$ cat config.mk
export PLATFORM = sky130hd
export DESIGN_NAME = hazard_ctrl
export DESIGN_NICKNAME = d
export VERILOG_FILES = /design/src/rtl/hazard_ctrl.sv
export SDC_FILE = /design/constraint.sdc
export NUM_CORES = 1
export LEC_CHECK = 0
export CAP_MARGIN = 0
export CORE_ASPECT_RATIO = 0.7
export CORE_MARGIN = 2
export CORE_UTILIZATION = 60
export CTS_CLUSTER_DIAMETER = 60
export DETAILED_ROUTE_END_ITERATION = 12
export DONT_BUFFER_PORTS = 1
export PLACE_DENSITY = 0.76
export REMOVE_ABC_BUFFERS = 1
export SETUP_SLACK_MARGIN = 0.02
export SLEW_MARGIN = 20
export SYNTH_ARGS = -nofsm -noshare
export SYNTH_HDL_FRONTEND = slang
export SYNTH_SLANG_ARGS = --single-unit
$ cat constraint.sdc
create_clock -name clk_in -period 2.65 [get_ports clk_in]
set_input_delay 0.53 -clock clk_in [delete_from_list [all_inputs] [get_ports clk_in]]
set_output_delay 0.53 -clock clk_in [all_outputs]
set_load 0.03 [all_outputs]
$ cat src/rtl/hazard_ctrl.sv
// Pipeline hazard/stall controller: load-use stalls, redirect flushes, memory back-pressure.
// Optional performance counters are enabled with `define HAZARD_PERF_CNT_EN.
module hazard_ctrl #(
  parameter int unsigned FLUSH_CYCLES = 2,
  parameter int unsigned CNT_W        = 32
) (
  input  logic             clk_in,
  input  logic             rst_n_in,
  input  logic             rdy_in,
  input  logic [4:0]       id_r1_addr,
  input  logic             id_r1_rd,
  input  logic [4:0]       id_r2_addr,
  input  logic             id_r2_rd,
  input  logic [4:0]       ex_rd_addr,
  input  logic             ex_wr_en,
  input  logic             ex_is_load,
  input  logic [4:0]       mem_rd_addr,
  input  logic             mem_wr_en,
  input  logic             mem_busy,
  input  logic             if_busy,
  input  logic             br_taken,
  input  logic [31:0]      br_target,
  output logic [2:0]       stall,
  output logic             clear,
  output logic             redirect_valid,
  output logic [31:0]      redirect_pc,
  output logic             fwd_ex_enable,
`ifdef HAZARD_PERF_CNT_EN
  output logic             fwd_mem_enable,
  output logic [CNT_W-1:0] perf_lu_cnt,
  output logic [CNT_W-1:0] perf_flush_cnt,
  output logic [CNT_W-1:0] perf_mem_cnt
`else
  output logic             fwd_mem_enable
`endif
);

  typedef enum logic [1:0] {StRun, StFlush, StMemWait} state_e;

  localparam logic [2:0] FlushInit = 3'(FLUSH_CYCLES - 1);

  state_e      state_q, state_d;
  logic [2:0]  cnt_q, cnt_d;
  logic        pend_q, pend_d;
  logic [31:0] pend_pc_q, pend_pc_d;
  logic [31:0] rpc_q, rpc_d;
  logic        rv_q, rv_d;
  logic [2:0]  stall_c;
  logic        clear_c;
  logic        lu;
  logic        lu_stall;
  logic        flush_clr;
  logic        accept;
  logic [31:0] accept_pc;

  assign fwd_ex_enable  = ex_wr_en & (ex_rd_addr != 5'd0) & ~ex_is_load;
  assign fwd_mem_enable = mem_wr_en & (mem_rd_addr != 5'd0);

  assign lu = ex_is_load & ex_wr_en & (ex_rd_addr != 5'd0) &
              ((id_r1_rd & (id_r1_addr == ex_rd_addr)) |
               (id_r2_rd & (id_r2_addr == ex_rd_addr)));

  always_comb begin
    state_d   = state_q;
    cnt_d     = cnt_q;
    pend_d    = pend_q;
    pend_pc_d = pend_pc_q;
    rpc_d     = rpc_q;
    rv_d      = 1'b0;
    stall_c   = 3'b000;
    clear_c   = 1'b0;
    lu_stall  = 1'b0;
    flush_clr = 1'b0;
    accept    = 1'b0;
    accept_pc = br_target;

    unique case (state_q)
      StRun: begin
        if (mem_busy) begin
          stall_c = 3'b111;
          state_d = StMemWait;
          if (br_taken) begin
            pend_d    = 1'b1;
            pend_pc_d = br_target;
          end
        end else if (br_taken) begin
          accept = 1'b1;
        end else if (lu) begin
          stall_c  = 3'b011;
          clear_c  = 1'b1;
          lu_stall = 1'b1;
        end else if (if_busy) begin
          stall_c = 3'b001;
          clear_c = 1'b1;
        end
      end
      StFlush: begin
        if (mem_busy) begin
          // Counter freezes; the remaining flush resumes after the wait.
          stall_c = 3'b111;
          state_d = StMemWait;
        end else begin
          clear_c   = 1'b1;
          flush_clr = 1'b1;
          cnt_d     = cnt_q - 3'd1;
          if (cnt_q <= 3'd1) state_d = StRun;
        end
      end
      StMemWait: begin
        if (mem_busy) begin
          stall_c = 3'b111;
        end else if (pend_q) begin
          accept    = 1'b1;
          accept_pc = pend_pc_q;
          pend_d    = 1'b0;
        end else if (cnt_q != 3'd0) begin
          state_d = StFlush;
        end else begin
          state_d = StRun;
        end
      end
      default: state_d = StRun;
    endcase

    if (accept) begin
      rpc_d     = accept_pc;
      rv_d      = 1'b1;
      clear_c   = 1'b1;
      flush_clr = 1'b1;
      cnt_d     = FlushInit;
      state_d   = (FLUSH_CYCLES == 1) ? StRun : StFlush;
    end
  end

  always_ff @(posedge clk_in or negedge rst_n_in) begin
    if (!rst_n_in) begin
      state_q   <= StRun;
      cnt_q     <= 3'd0;
      pend_q    <= 1'b0;
      pend_pc_q <= 32'd0;
      rpc_q     <= 32'd0;
      rv_q      <= 1'b0;
    end else if (rdy_in) begin
      state_q   <= state_d;
      cnt_q     <= cnt_d;
      pend_q    <= pend_d;
      pend_pc_q <= pend_pc_d;
      rpc_q     <= rpc_d;
      rv_q      <= rv_d;
    end
  end

  always_comb begin
    stall = stall_c;
    clear = clear_c;
    if (!rst_n_in) begin
      stall = 3'b000;
      clear = 1'b1;
    end else if (!rdy_in) begin
      stall = 3'b111;
      clear = 1'b0;
    end
  end

  // A strobe caught by rdy_in low is held and delivered once ready returns.
  assign redirect_valid = rv_q & rdy_in;
  assign redirect_pc    = rpc_q;

`ifdef HAZARD_PERF_CNT_EN
  logic mem_cyc;
  assign mem_cyc = (state_q == StMemWait);

  always_ff @(posedge clk_in or negedge rst_n_in) begin
    if (!rst_n_in) begin
      perf_lu_cnt    <= '0;
      perf_flush_cnt <= '0;
      perf_mem_cnt   <= '0;
    end else if (rdy_in) begin
      if (lu_stall && (perf_lu_cnt != '1))     perf_lu_cnt    <= perf_lu_cnt + 1'b1;
      if (flush_clr && (perf_flush_cnt != '1)) perf_flush_cnt <= perf_flush_cnt + 1'b1;
      if (mem_cyc && (perf_mem_cnt != '1))     perf_mem_cnt   <= perf_mem_cnt + 1'b1;
    end
  end
`endif

endmodule

==> results of run 1 <==
==> through the flow <==
step / util [%] / setup TNS (ns) / total power (uW) / hold slack (ns)
after global placement: 65.0 / 0 / 3610 / 0.236
after floorplan: - / -0.0109 / 3370 / 0.234
after CTS: 69.4 / 0 / 4600 / 0.0720
after detailed placement: 65.0 / 0 / 3680 / 0.236
after global routing: 70.1 / 0 / 4910 / 0.0646
final: 70.1 / 0 / 4610 / 0.0640
==> Yosys cell counts, drive strengths merged <==
master	n
mux2	34
or2	1
nand3	1
o211ai	1
inv	6
and3	1
a41o	1
and2	2
clkbuf	1
nand3b	3
nor2b	2
ha	7
o31ai	1
nand2	11
xnor2	10
nor2	37
dfrtp	71
o311ai	1
o22ai	1
o21bai	1
o21a	2
a211oi	1
nand4	4
nor4bb	1
nor3	1
or4	2
a21oi	37
mux2i	33
a21boi	1
o21ai	6
nand2b	3
buf	16
a31oi	1
==> layout make-up <==
| class | count | share of cell area [%] |
|---|---|---|
| Sequential cell | 71 | 47.2 |
| Multi-Input combinational cell | 207 | 40.7 |
| Clock buffer | 11 | 4.02 |
| Timing Repair Buffer | 12 | 3.59 |
| Tap cell | 72 | 2.39 |
| Clock inverter | 5 | 1.50 |
| Inverter | 6 | 0.598 |
==> power groups by stage <==
stage	logic, uW	registers [uW]	clock network (uW)
after floorplan	1020	2350	0
after global placement	1180	2430	0
after detailed placement	1230	2450	0
after CTS	1260	2430	903
after global routing	1460	2500	952
final	1300	2430	885
==> layer usage <==
layer	up-vias	GRT usage, %	wire length (um)
met2	80	35.6	3020
met1	1081	27.7	2870
li1	1063	-	-
met5	-	0	0
met3	5	8.82	581
met4	0	7.07	53
==> registers in the layout, summed over array words and instances (netlist names) <==
name	count
redirect_pc	32
state_q	2
pend_pc_q	32
cnt_q	3
rv_q	1
pend_q	1
==> cell usage in the layout (no fill, tap or decap), drive strengths merged, types with 2 or more instances in the layout <==
master / netlist / final
nand2b: 3 / 3
nand3b: 3 / 3
nor2: 37 / 37
o21a: 2 / 2
o21ai: 6 / 6
nand4: 4 / 4
inv: 6 / 6
or4: 2 / 2
mux2i: 33 / 33
clkinv: 0 / 3
nand2: 11 / 11
nor2b: 2 / 2
ha: 7 / 7
buf: 16 / 12
xnor2: 10 / 10
dfrtp: 71 / 71
clkbuf: 1 / 11
mux2: 34 / 34
a21oi: 37 / 37
and2: 2 / 2
==> logic make-up after synthesis <==
kind of cell,after synthesis
AO/OA/AOI/OAI,54
flip-flops,71
multiplexers,67
adder cells (fa/ha/maj),7
buffers and inverters,23
AND/OR/NAND/NOR,69
XOR/XNOR,10
==> path summary, 6_finish.rpt <==
check	from	end	slack (ns)
min in group clk_in	br_target[17]	pend_pc_q[17]	0.33
min	rst_n_in	redirect_pc[3]	0.06
min reg2reg	pend_pc_q[8]	pend_pc_q[8]	0.50
max reg2reg	state_q[0]	redirect_pc[15]	0.35
max in group asynchronous	rst_n_in	pend_pc_q[1]	2.29
max	state_q[0]	stall[0]	0.19
==> repair_timing <==
action / in CTS / in global routing
resized for setup: 1 / 1
buffers inserted: 0 / 5
setup endpoints to repair: 1 / 3
hold buffers: 1 / 0
cloned: 0 / 0
pin swaps: 0 / 1
hold endpoints to repair: 71 / 0
==> metrics.md, run 1 <==
| Metric | Value |
|---|---|
| Initial antenna violation count | 0 |
| TritonCTS clock tree | done |
| Comb power frac | 28.2% |
| Adder-cell share of the synthesized area | around 2.6% |
| R2R depth | 6 |
| WL/cell | approximately 17 um |
| Synth warnings | 0 |
| Root Driver | clkbuf_8 |
| Maximum buffer depth of the clock tree | 2 |
| TritonRoute pass-1 iters | 4 |
| Vias | 2229 |
| Achievable Freq | 406 MHz |
| Tmin final | 2.46 ns |
| Register area | 1780 sq um |
| Core area | roughly 5400 sq um |
| Sink Count | 71 |
| Final ANT Viol Nets | 0 |
| P_sw | 1850 uW |
| Die area | about 6300 sq um |
| Fin crit share | between 90% and 100% |
| Critical path type | flip-flop to primary output |
| Post-DP HPWL | about 4300 um |
| Max Slew Vio Count | 0 |
| Synth Cell Area | about 3400 sq um |
| Synth unique cells | 36 |
| # DRC | 0 |
| Final cell count without fillers | roughly 380 |
| Leakage power | approximately 0.0018 uW |
| Number of global-route vias before repair | roughly 2200 |
| Post-Synth Simple-Gate Area | about a tenth |
| Post-Syn Instances | about 300 |
| Critical Path Sink Type | primary output |
| Filler cell count | between 300 and 400 |
| Starting Density | ~64% |
| P&R area growth vs syn | 9.74% |
| Layout cells sized above 1 | 22.1% |
| Grt ovf | 0 |
| WP buf/inv | 2 |
| Synth Register Bits | between 70 and 80 |
| Final Setup Violations | 0 |
| Seq pwr share | a little over half |
| Final WL | 6520 um |
| Area occupied by multi-input gates | 1530 sq um |
| Largest net degree at the start of global routing | 72 |
| Dpl cells | approximately 360 |
| Buffers on Ports | 0 |
| Critical path startpoint category | flip-flop |
| Vias per Instance | ~5.8 |
| Syn_area_per_cell | ~11 sq um |
| Worst-margin pin slew | 1.06 ns |
| Post-synth top area share | between 50% and 60% |
| CP required | approximately 2.1 ns |
| Die height | 67.3 um |
| Pint | 2760 uW |
| # diodes | 0 |
| Area leader, netlist | dfrtp_1 |
| Mux share of post-synthesis cell area | 20.8% |
| CP Max Fanout | 3 |
| Post-layout net count | about 380 |
| Design Area, Final | around 3800 sq um |
| Min-delay worst type | input port to asynchronous set/reset pin |
| Data arrival, critical path | roughly 1.9 ns |
| Final Hold Fails | 0 |
| Max stage delay on crit path | 0.41 ns |
| # IOs | ~100 |
| Largest family of logic cells by synthesized area | multiplexers |
| Post-place instance area | between 3000 and 4000 sq um |
| Synth Area in XOR/XNOR | 2.55% |
| Row count | 22 |
| Max-cap viol count | 0 |
| TritonCTS buffer count | 9 |
| Maximum vdd drop | about 780 uV |
| Clock transition at the registers of the reported paths | roughly 0.080 ns |
| First-pass GRT wire length | between 10000 and 15000 um |
| Clock latency on the worst-skew pair | about 0.34 ns |
| GRT Overall Usage | between 20% and 30% |
| Sw Share | between 40% and 50% |
| Final worst setup slack | between 0.15 and 0.2 ns |
| Max_slew headroom | between 20 and 30% |
| RSZ-0062 raised after global routing | no |
| Leading post-synthesis cells by cell area | dfrtp_1, mux2_2, mux2i_1, a21oi_1, nor2_1 |
| DIE WIDTH | approximately 94 um |
| P per Cell Area | roughly 1200 nW/um^2 |
| GP Congestion | ~0.81 |
| Sequential area share after synthesis | between 50% and 60% |
| Post-Place Setup Slack | ~0.34 ns |
| CP max stage cell | dfrtp_1 |
| Clock Power Share | between 10% and 20% |
| Compound-gate portion of the synthesized area | 9.26% |
| Status | finished clean |
| Number of H-tree levels | 3 |
| CP top delay family | compound AO/OA/AOI/OAI gates |
| Clk_skew | just over 0.01 ns |
| Worst path cell trace | buf_4, ha_1, inv_1, o211ai_1, a21boi_0, a21oi_1, nand2_1 |
| Initial DRC count | between 90 and 100 |
| WP depth | 7 |
Power figures use the tool's default switching activity.
==> run 2: changes to the inputs <==
--- a/config.mk
+++ b/config.mk
@@ -19,3 +19,4 @@
 export SYNTH_ARGS = -nofsm -noshare
 export SYNTH_HDL_FRONTEND = slang
 export SYNTH_SLANG_ARGS = --single-unit
+export TNS_END_PERCENT = 10
==> results of run 2 <==
The final DEF is identical to that of run 1; final timing and power are the same.
